### config.mk
export PLATFORM = sky130hd
export DESIGN_NAME = vdp_cpu_port
export DESIGN_NICKNAME = d
export VERILOG_FILES = /design/src/rtl/vdp_pkg.sv /design/src/rtl/vdp_cpu_port.sv
export SDC_FILE = /design/constraint.sdc
export NUM_CORES = 1
export LEC_CHECK = 0
export ABC_AREA = 1
export BUFFER_PORTS_ARGS = -buffer_cell sky130_fd_sc_hd__buf_2
export CAP_MARGIN = 25
export CORE_ASPECT_RATIO = 2
export CORE_MARGIN = 5
export CORE_UTILIZATION = 30
export CTS_CLUSTER_SIZE = 30
export DETAILED_ROUTE_END_ITERATION = 7
export HOLD_SLACK_MARGIN = 0.03
export SLEW_MARGIN = 20
export SYNTH_ARGS = -nofsm -noshare
export SYNTH_HDL_FRONTEND = slang
export SYNTH_SLANG_ARGS = --single-unit
### constraint.sdc
create_clock -name clk -period 6.1 [get_ports clk]
set_clock_uncertainty 0.15 [all_clocks]
set_input_delay 0.305 -clock clk [delete_from_list [all_inputs] [get_ports clk]]
set_output_delay 0.305 -clock clk [all_outputs]
set_load 0.1 [all_outputs]
### src/rtl/vdp_pkg.sv
// Shared VDP encodings: CPU access codes carried in the second control byte
// and the CPU-port VRAM sequencer states.
package vdp_pkg;

    localparam logic [1:0] CODE_VRAM_RD = 2'd0;
    localparam logic [1:0] CODE_VRAM_WR = 2'd1;
    localparam logic [1:0] CODE_REG_WR  = 2'd2;
    localparam logic [1:0] CODE_CRAM_WR = 2'd3;

    typedef enum logic [1:0] {
        ST_IDLE    = 2'd0,
        ST_WR_WAIT = 2'd1,
        ST_RD_WAIT = 2'd2,
        ST_RD_CAP  = 2'd3
    } cpu_state_e;

endpackage

### src/rtl/vdp_cpu_port.sv
// VDP CPU interface: two-byte control protocol, data port with read-ahead
// buffer, and a grant-paced VRAM access sequencer.
module vdp_cpu_port
    import vdp_pkg::*;
#(
    parameter int CRAM_W = 6
) (
    input  logic              clk,
    input  logic              rst,
    input  logic              cpu_wr,
    input  logic              cpu_rd,
    input  logic              cpu_port,
    input  logic [7:0]        cpu_din,
    output logic [7:0]        cpu_dout,
    output logic              busy,
    input  logic              vram_grant,
    output logic [13:0]       vram_a,
    output logic              vram_we,
    output logic [7:0]        vram_dout,
    input  logic [7:0]        vram_din,
    output logic              cram_we,
    output logic [4:0]        cram_a,
    output logic [CRAM_W-1:0] cram_d,
    output logic              reg_we,
    output logic [3:0]        reg_num,
    output logic [7:0]        reg_d
);

    cpu_state_e        state_q, state_d;
    logic [13:0]       addr_q, addr_d;
    logic [1:0]        code_q, code_d;
    logic              flag_q, flag_d;
    logic [7:0]        latch_q, latch_d;
    logic [7:0]        rbuf_q, rbuf_d;
    logic [7:0]        wdata_q, wdata_d;
    logic              reg_we_q, reg_we_d;
    logic [3:0]        reg_num_q, reg_num_d;
    logic [7:0]        reg_d_q, reg_d_d;
    logic              cram_we_q, cram_we_d;
    logic [4:0]        cram_a_q, cram_a_d;
    logic [CRAM_W-1:0] cram_d_q, cram_d_d;

    // Strobes are only honoured when idle; a write wins over a simultaneous read.
    logic wr_acc, rd_acc;
    assign wr_acc = cpu_wr && (state_q == ST_IDLE);
    assign rd_acc = cpu_rd && !cpu_wr && (state_q == ST_IDLE);

    always_comb begin
        state_d   = state_q;
        addr_d    = addr_q;
        code_d    = code_q;
        flag_d    = flag_q;
        latch_d   = latch_q;
        rbuf_d    = rbuf_q;
        wdata_d   = wdata_q;
        reg_we_d  = 1'b0;
        reg_num_d = reg_num_q;
        reg_d_d   = reg_d_q;
        cram_we_d = 1'b0;
        cram_a_d  = cram_a_q;
        cram_d_d  = cram_d_q;
        case (state_q)
            ST_IDLE: begin
                if (wr_acc && cpu_port && !flag_q) begin
                    latch_d     = cpu_din;
                    addr_d[7:0] = cpu_din;
                    flag_d      = 1'b1;
                end else if (wr_acc && cpu_port) begin
                    code_d       = cpu_din[7:6];
                    addr_d[13:8] = cpu_din[5:0];
                    flag_d       = 1'b0;
                    if (cpu_din[7:6] == CODE_REG_WR) begin
                        reg_we_d  = 1'b1;
                        reg_num_d = cpu_din[3:0];
                        reg_d_d   = latch_q;
                    end else if (cpu_din[7:6] == CODE_VRAM_RD) begin
                        state_d = ST_RD_WAIT;
                    end
                end else if (wr_acc) begin
                    flag_d = 1'b0;
                    if (code_q == CODE_CRAM_WR) begin
                        cram_we_d = 1'b1;
                        cram_a_d  = addr_q[4:0];
                        cram_d_d  = cpu_din[CRAM_W-1:0];
                        addr_d    = addr_q + 14'd1;
                    end else begin
                        wdata_d = cpu_din;
                        rbuf_d  = cpu_din;
                        state_d = ST_WR_WAIT;
                    end
                end else if (rd_acc) begin
                    flag_d = 1'b0;
                    if (!cpu_port) state_d = ST_RD_WAIT;
                end
            end
            ST_WR_WAIT: begin
                if (vram_grant) begin
                    addr_d  = addr_q + 14'd1;
                    state_d = ST_IDLE;
                end
            end
            ST_RD_WAIT: begin
                if (vram_grant) state_d = ST_RD_CAP;
            end
            ST_RD_CAP: begin
                rbuf_d  = vram_din;
                addr_d  = addr_q + 14'd1;
                state_d = ST_IDLE;
            end
            default: state_d = ST_IDLE;
        endcase
    end

    always_ff @(posedge clk or posedge rst) begin
        if (rst) begin
            state_q   <= ST_IDLE;
            addr_q    <= '0;
            code_q    <= '0;
            flag_q    <= 1'b0;
            latch_q   <= '0;
            rbuf_q    <= '0;
            wdata_q   <= '0;
            reg_we_q  <= 1'b0;
            reg_num_q <= '0;
            reg_d_q   <= '0;
            cram_we_q <= 1'b0;
            cram_a_q  <= '0;
            cram_d_q  <= '0;
        end else begin
            state_q   <= state_d;
            addr_q    <= addr_d;
            code_q    <= code_d;
            flag_q    <= flag_d;
            latch_q   <= latch_d;
            rbuf_q    <= rbuf_d;
            wdata_q   <= wdata_d;
            reg_we_q  <= reg_we_d;
            reg_num_q <= reg_num_d;
            reg_d_q   <= reg_d_d;
            cram_we_q <= cram_we_d;
            cram_a_q  <= cram_a_d;
            cram_d_q  <= cram_d_d;
        end
    end

    assign cpu_dout  = rbuf_q;
    assign busy      = (state_q != ST_IDLE);
    assign vram_a    = addr_q;
    assign vram_we   = (state_q == ST_WR_WAIT) && vram_grant;
    assign vram_dout = wdata_q;
    assign cram_we   = cram_we_q;
    assign cram_a    = cram_a_q;
    assign cram_d    = cram_d_q;
    assign reg_we    = reg_we_q;
    assign reg_num   = reg_num_q;
    assign reg_d     = reg_d_q;

endmodule
==> results of run 1 <==
cell type report:
| cell class | count | area [sq um] |
|---|---|---|
| fill | 1106 | 6760 |
| sequential | 68 | 1700 |
| clock buffer | 13 | 270 |
| antenna | 1 | 2.50 |
| inverter | 38 | 143 |
| multi-input combinational | 298 | 1410 |
| tap | 140 | 175 |
| clock inverter | 3 | 20.0 |
| timing repair buffer | 79 | 398 |
cell families after synthesis:
group | synth area share
multiplexers | 0.0237
adder cells (fa/ha/maj) | 0.00377
AO/OA/AOI/OAI | 0.0667
AND/OR/NAND/NOR | 0.325
flip-flops | 0.513
buffers and inverters | 0.0633
XOR/XNOR | 0.00528
cells in the final DEF (no fill, tap or decap), drive strengths merged:
cell,n
nand3,25
nand2,171
nor2,39
inv,38
nand3b,4
nor3,1
xor2,2
buf,79
ha,1
diode,1
mux2,7
clkbuf,13
o21a,2
o21ai,30
nand4,6
clkinvlp,2
o211ai,1
dfrtp,68
a21oi,9
clkinv,1
per-stage QoR:
stage / hold slack, ns / area, sq um / setup slack, ns / instances / util
finish: 0.0787 / 4120 / 4.01 / 640 / 0.379
detailed placement: 0.305 / 3820 / 4.03 / 623 / 0.352
CTS: 0.114 / 4120 / 4.02 / 639 / 0.378
floorplan: 0.272 / 3320 / 3.87 / 414 / -
global route: 0.130 / 4120 / 3.85 / 640 / 0.379
global placement: 0.306 / 3820 / 4.09 / 623 / 0.352
registers in the layout, indices dropped and copies added (netlist names):
| register | count |
|---|---|
| reg_d | 8 |
| code_q | 2 |
| latch_q | 8 |
| cram_d | 6 |
| cram_a | 5 |
| flag_q | 1 |
| reg_num | 4 |
| state_q | 2 |
| cram_we | 1 |
| vram_dout | 8 |
| reg_we | 1 |
| vram_a | 14 |
| cpu_dout | 8 |
routing by layer:
layer  GRT usage  wire length, um  up-vias
met4      0.0850              227        0
met5           0                0        -
li1            -                -     1463
met1       0.140             3360     1387
met2       0.259             5280       60
met3      0.0259              233       12
worst max-delay path, delay by kind of cell, from the launching register on:
family,cells,cell delay [ns]
flip-flops,1,0.45
AND/OR/NAND/NOR,6,1.38
how the worst min path moves through the flow:
stage,start,endpoint,cells after the start
finish,rst,vram_a[1],3
global route,cpu_din[4],vram_dout[4],3
CTS,rst,vram_a[8],3
detailed placement,reg_num[1],reg_num[1],2
global placement,code_q[0],code_q[0],2
floorplan,cpu_din[6],code_q[0],2
==> out/results.ini, run 1 <==
[worst_setup_path]
crit_slowest_cell = nand3_1
end_kind = flip-flop
r2r_slack_ns = 4.01
cpPeakStageDelay_ns = 0.49
path_cells = nor2_4 -> nand4_2 -> nand3_1 -> nor2_1 -> nand2_1 -> nand2_1
critPathMaxFanout = 17
crit_end = vram_a[10]
rr_startpoint = state_q[0]
r2r-end = vram_a[10]
worstPathRequired_ns = 6.17
crit_arrival_ns = 2.16
critPathLaunchType = flip-flop
criticalPathCategory = reg -> reg
r2r_cells = 6
cp_common_cell = nand2_1
cp-startpoint = state_q[0]

[floorplan]
io_pins = 79
dieArea_sq_um = 13400
rows = 54
core_area_sq_um = 10900
fp.dieH_um = 159
start_util = 0.305
die_x_um = 84.4

[final_layout]
area_delta_synth_final_pct = 24.0
nNetsFinal = 517
drive_above_1_share = 0.230

[yosys]
syn_inst = 414
async_flop_share = 1.00
yosysSeqAreaShare = 0.513
synth_cell_types = 29
synthTopCellsByArea = dfrtp_1 51%, nand2_1 19%, inv_1 4.2%
synth_top_area_share = 0.513
synth_commonest_cells = 170 x nand2_1, 68 x dfrtp_1, 37 x inv_1
yosysWarnings = 0
synth_fp_nets = 437
synth_edf_count = 0
syn_area_per_cell_sq_um = 8.02
ys_ff_latch = 68
synth.most_common_cell = nand2_1
yosys.area.top_type = dfrtp_1
ys.flop_type = dfrtp_1
syn-cell-area_sq_um = 3320

[route]
drc_errors = 0
drt-initial-drc-count = 155
vias = 2922
antenna_left = 0
wire_per_inst_um = 14.2
first_pass_iters = 5
viasPerCell = 4.57
wirelength_um = 9100

[global_route]
grt_pass1_vias = 3019
grt_use_total = 0.140
overflow = 0
antenna_found_initial = 1
grt_pass1_wl_um = 14800
grt_max_degree = 69

[job]
drv_cap = 0

[sta]
tightest_slew_ns = 0.873
timing.final.crit_share = 0.343
drv_slew = 0
hold_viol = 0
max-slew-margin-rel = 0.418
setup_tns_ns = 0
post-route-min-period_ns = 2.09
max_freq_ghz = 0.478
rsz0062_at_grt = false
finalSetupViolations = 0

[clocking]
tritoncts = yes
cts.sinks = 68
numCtsBuffers = 9
clkLatencyLatePin_ns = 0.33
postCtsHoldBufs = 0
cts-root-buf = clkbuf_16
cts.path.max_buffers = 2
post_cts_resized = 0
postCtsSetupBuffers = 0
clkSlewWorstSetupHoldPaths_ns = 0.06
htreeDepth = 3

[place]
gp_congestion = 0.835
portBuffers = 78
dp_hpwl_um = 6910

[min_path]
hp-class = in -> async

[run_status]
outcome = finished clean

Power of run 1 is not shown: default switching activity piles up to over one toggle a cycle in this logic, so the estimate is an artifact.
==> inputs of run 2 (changes only) <==
- clock period: 6.1 -> 1.9 ns (I/O delays scaled with it)
==> out/results.ini, run 2 (same netlist as run 1, synthesis figures left out) <==
[route]
viasPerCell = 4.48  ; was 4.57
drt-initial-drc-count = 146  ; was 155
drc_errors = 0  ; unchanged
antenna_left = 0  ; unchanged
wire_per_inst_um = 13.9  ; was 14.2 um
first_pass_iters = 4  ; was 5
wirelength_um = 9350  ; was 9100 um
vias = 3012  ; was 2922

[clocking]
clkSlewWorstSetupHoldPaths_ns = 0.06  ; about the same
htreeDepth = 3  ; unchanged
cts-root-buf = clkbuf_16  ; unchanged
clkLatencyLatePin_ns = 0.33  ; about the same
cts.sinks = 68  ; unchanged
tritoncts = yes  ; unchanged
numCtsBuffers = 9  ; unchanged
cts.path.max_buffers = 2  ; unchanged

[sta]
timing.final.crit_share = 0.930  ; was 0.343
tightest_slew_ns = 0.555  ; was 0.873 ns
rsz0062_at_grt = false  ; unchanged
finalSetupViolations = 0  ; unchanged
max-slew-margin-rel = 0.629  ; was 0.418
hold_viol = 0  ; unchanged
max_freq_ghz = 0.566  ; was 0.478 GHz
post-route-min-period_ns = 1.77  ; was 2.09 ns
drv_slew = 0  ; unchanged
fin_ws_ns = 0.134  ; was 4.01 ns

[worst_setup_path]
criticalPathCategory = reg -> reg  ; unchanged
rr_startpoint = state_q[0]  ; unchanged
critPathMaxFanout = 11  ; was 17
crit_cells = 10  ; was 6
end_kind = flip-flop  ; unchanged
crit_arrival_ns = 1.83  ; was 2.16 ns
cp-startpoint = state_q[0]  ; unchanged
crit_buf_inv = 3  ; was 0
critPathLaunchType = flip-flop  ; unchanged
critical_path.top_delay_family = simple AND/OR/NAND/NOR gates  ; unchanged
crit_slowest_cell = dfrtp_2  ; was nand3_1
cpPeakStageDelay_ns = 0.42  ; was 0.49 ns
worstPathRequired_ns = 1.96  ; was 6.17 ns
cp_common_cell = nand2_1  ; unchanged
r2r_slack_ns = 0.13  ; was 4.01 ns
path_cells = nor2_4 -> buf_4 -> nand2_1 -> inv_1 -> nand2_1 -> nand2_1 -> nor2_4 -> buf_4 -> nand2_1 -> o21ai_1  ; was nor2_4 -> nand4_2 -> nand3_1 -> nor2_1 -> nand2_1 -> nand2_1
r2r-end = vram_a[3]  ; was vram_a[10]
crit_end = vram_a[3]  ; was vram_a[10]
r2r_cells = 10  ; was 6

[final_layout]
final_area_sq_um = 4530  ; was 4120 sq um
drive_above_1_share = 0.265  ; was 0.230
area_delta_synth_final_pct = 36.4  ; was 24.0%
largest_reg_flops = 14  ; unchanged
mostFrequentLayoutCell = nand2_1  ; unchanged
final_cell_mix = 169 x nand2_1, 78 x buf_2, 58 x dfrtp_1  ; was 170 x nand2_1, 78 x buf_2, 68 x dfrtp_1
nNetsFinal = 550  ; was 517
final.fill_count = 1107  ; was 1106

[place]
dp_hpwl_um = 6970  ; was 6910 um
portBuffers = 78  ; unchanged
dp_slack_ns = 0.0628  ; was 4.03 ns
gp_congestion = 0.778  ; was 0.835
dpl_cell_area_sq_um = 3950  ; was 3820 sq um

[floorplan]
core_area_sq_um = 10900  ; unchanged
start_util = 0.305  ; unchanged
fp.dieH_um = 159  ; unchanged
rows = 54  ; unchanged
io_pins = 79  ; unchanged
dieArea_sq_um = 13400  ; unchanged
die_x_um = 84.4  ; unchanged

[global_route]
antenna_found_initial = 1  ; unchanged
grt_use_total = 0.142  ; was 0.140
grt_max_degree = 47  ; was 69
overflow = 0  ; unchanged
grt_pass1_vias = 3015  ; was 3019
grt_pass1_wl_um = 15100  ; was 14800 um

[job]
drv_cap = 0  ; unchanged

[run_status]
outcome = finished clean  ; unchanged

[min_path]
hp-class = in -> async  ; unchanged

==> run 2: worst reg2reg max path: stages, from the launching register on <==
cell and delay, ns:
dfrtp_2 0.42, nor2_4 0.25, buf_4 0.17, nand2_1 0.06
inv_1 0.06, nand2_1 0.06, nand2_1 0.11, nor2_4 0.05
buf_4 0.17, nand2_1 0.08, o21ai_1 0.06
==> run 2: worst min path at each step <==
stage	end	from	depth (start not counted)	slack, ns
final	vram_dout[2]	rst	3	0.21
after global routing	vram_dout[2]	rst	3	0.27
after CTS	vram_dout[2]	rst	3	0.23
after detailed placement	vram_dout[2]	rst	2	0.03
after global placement	vram_dout[2]	rst	2	0.02
after floorplan	code_q[0]	cpu_din[6]	2	0.06
==> run 2: per-stage QoR <==
stage	hold slack, ns	setup TNS (ns)	util	cells
finish	0.214	0	0.416	673
global placement	0.0199	0	0.363	633
floorplan	0.0616	-1.16	-	414
CTS	0.229	0	0.413	670
global route	0.266	0	0.416	673
detailed placement	0.0286	0	0.363	633
==> run 2: layout make-up <==
cell class	instances	area (sq um)	share of cell area
flip-flops and latches	68	1710	0.379
diodes	1	2.50	0.000553
well taps	140	175	0.0387
clock inverters	5	83.8	0.0185
multi-input cells	298	1430	0.315
inverters	38	150	0.0332
clock buffers	11	253	0.0558
repair buffers	112	723	0.160
==> run 2: what timing repair did <==
action | CTS | global route
hold buffers | 21 | 0
resized for setup | 0 | 4
hold endpoints to repair | 59 | 0
buffers inserted | 0 | 2
setup endpoints to repair | 0 | 14
==> run 2: routing by layer <==
layer,up-vias,track usage,wire length (um),share of wire
met5,-,0,0,0
met1,1400,0.144,3490,0.37
met4,0,0.0648,249,0.027
met3,16,0.0342,310,0.033
li1,1533,-,-,-
met2,63,0.268,5300,0.57
Power of run 2 is left out for the same reason.
==> inputs of run 3 (changes only) <==
- BUFFER_PORTS_ARGS: -buffer_cell sky130_fd_sc_hd__buf_2 -> not set
- CELL_PAD_IN_SITES_DETAIL_PLACEMENT: not set -> 0
- CELL_PAD_IN_SITES_GLOBAL_PLACEMENT: not set -> 1
- CTS_CLUSTER_DIAMETER: not set -> 40
- DONT_BUFFER_PORTS: not set -> 1
- PLACE_DENSITY_LB_ADDON: not set -> 0.1
==> out/results.ini, run 3 (same netlist as run 1, synthesis figures left out) <==
[sta]
fin_ws_ns = 0.140  ; was 0.134 ns
max-slew-margin-rel = 0.676  ; was 0.629
setup_tns_ns = 0  ; unchanged
hold_viol = 0  ; unchanged
drv_slew = 0  ; unchanged
finalSetupViolations = 0  ; unchanged
timing.final.crit_share = 0.926  ; was 0.930
rsz0062_at_grt = false  ; unchanged
tightest_slew_ns = 0.485  ; was 0.555 ns
post-route-min-period_ns = 1.76  ; was 1.77 ns
max_freq_ghz = 0.568  ; was 0.566 GHz

[clocking]
numCtsBuffers = 9  ; unchanged
clkSlewWorstSetupHoldPaths_ns = 0.06  ; about the same
htreeDepth = 3  ; unchanged
tritoncts = yes  ; unchanged
cts.sinks = 68  ; unchanged
cts.path.max_buffers = 2  ; unchanged
cts-root-buf = clkbuf_16  ; unchanged
clkLatencyLatePin_ns = 0.33  ; about the same

[final_layout]
nNetsFinal = 532  ; was 550
mostFrequentLayoutCell = nand2_1  ; unchanged
largest_reg_flops = 14  ; unchanged
multi_input_area_sq_um = 1420  ; was 1430 sq um
area_delta_synth_final_pct = 37.7  ; was 36.4%
drive_above_1_share = 0.237  ; was 0.265
utilization = 0.420  ; was 0.416
final_cell_mix = 170 x nand2_1, 71 x buf_4, 59 x dfrtp_1  ; was 169 x nand2_1, 78 x buf_2, 58 x dfrtp_1
register_area_sq_um = 1710  ; about the same
instances_no_fill = 655  ; was 673
final.fill_count = 1172  ; was 1107

[route]
drt-initial-drc-count = 117  ; was 146
vias = 2975  ; was 3012
viasPerCell = 4.54  ; was 4.48
antenna_left = 0  ; unchanged
first_pass_iters = 4  ; unchanged
wirelength_um = 9990  ; was 9350 um
drc_errors = 0  ; unchanged
wire_per_inst_um = 15.3  ; was 13.9 um

[run_status]
outcome = finished clean  ; unchanged

[worst_setup_path]
critPathLaunchType = flip-flop  ; unchanged
r2r_slack_ns = 0.14  ; was 0.13 ns
rr_startpoint = state_q[1]  ; was state_q[0]
end_kind = flip-flop  ; unchanged
critPathMaxFanout = 13  ; was 11
criticalPathCategory = reg -> reg  ; unchanged
cp-startpoint = state_q[1]  ; was state_q[0]
worstPathRequired_ns = 2.02  ; was 1.96 ns
crit_arrival_ns = 1.88  ; was 1.83 ns

[job]
drv_cap = 0  ; unchanged

[place]
dp_hpwl_um = 7180  ; was 6970 um
dp_cells = 616  ; was 633
portBuffers = 0  ; was 78
dp_slack_ns = 0.0697  ; was 0.0628 ns
gp_congestion = 0.782  ; was 0.778

[floorplan]
core_area_sq_um = 10900  ; unchanged
io_pins = 79  ; unchanged
start_util = 0.305  ; unchanged
rows = 54  ; unchanged
dieArea_sq_um = 13400  ; unchanged
fp.dieH_um = 159  ; unchanged
die_x_um = 84.4  ; unchanged

[global_route]
grt_use_total = 0.154  ; was 0.142
grt_max_degree = 69  ; was 47
grt_pass1_wl_um = 16100  ; was 15100 um
antenna_found_initial = 1  ; unchanged
overflow = 0  ; unchanged
grt_pass1_vias = 3015  ; unchanged

[min_path]
hp-class = in -> reg  ; was in -> async
hp-start = vram_grant

run 3: cell type report:
class	count	share of cell area
Antenna cell	1	0.000548
Timing Repair Buffer	94	0.171
Multi-Input combinational cell	298	0.311
Inverter	38	0.0329
Tap cell	140	0.0383
Clock buffer	10	0.0523
Sequential cell	68	0.375
Clock inverter	6	0.0192
run 3: final timing paths:
check | endpoint | depth (start not counted)
worst max-delay path | reg_d[2] | 8
worst min register to register | reg_d[1] | 2
worst min-delay path | vram_a[7] | 6
max in group asynchronous | vram_a[6] | 3
worst max register to register | reg_d[2] | 8
min in group asynchronous | vram_dout[4] | 3
run 3: critical path: stages (launching register included):
cell and delay (ns):
dfrtp_1 0.44, nor2_4 0.25, nand3_4 0.19, nor2_8 0.17
nand2_4 0.08, nor2_8 0.09, buf_4 0.19, nand2_1 0.08
nand2_1 0.07
run 3: stage by stage:
step           area, sq um  hold WS (ns)
2_1_floorplan         3340        0.0616
3_3_place_gp          4020       -0.0507
3_5_place_dp          4020       -0.0423
4_1_cts               4550         0.145
5_1_grt               4570         0.179
6_report              4570         0.142
run 3: metal layers:
layer,GRT usage,up-vias,wire [um]
li1,-,1502,-
met1,0.175,1378,3950
met2,0.263,71,5200
met3,0.0436,24,465
met4,0.0756,0,374
met5,0,-,0
run 3: repair_timing:
item | CTS | global route
hold buffers | 21 | 0
hold endpoints to repair | 131 | 0
setup buffers | 0 | 1
endpoints found under the setup margin | 0 | 10
resized for setup | 0 | 1
Power of run 3 is left out for the same reason.
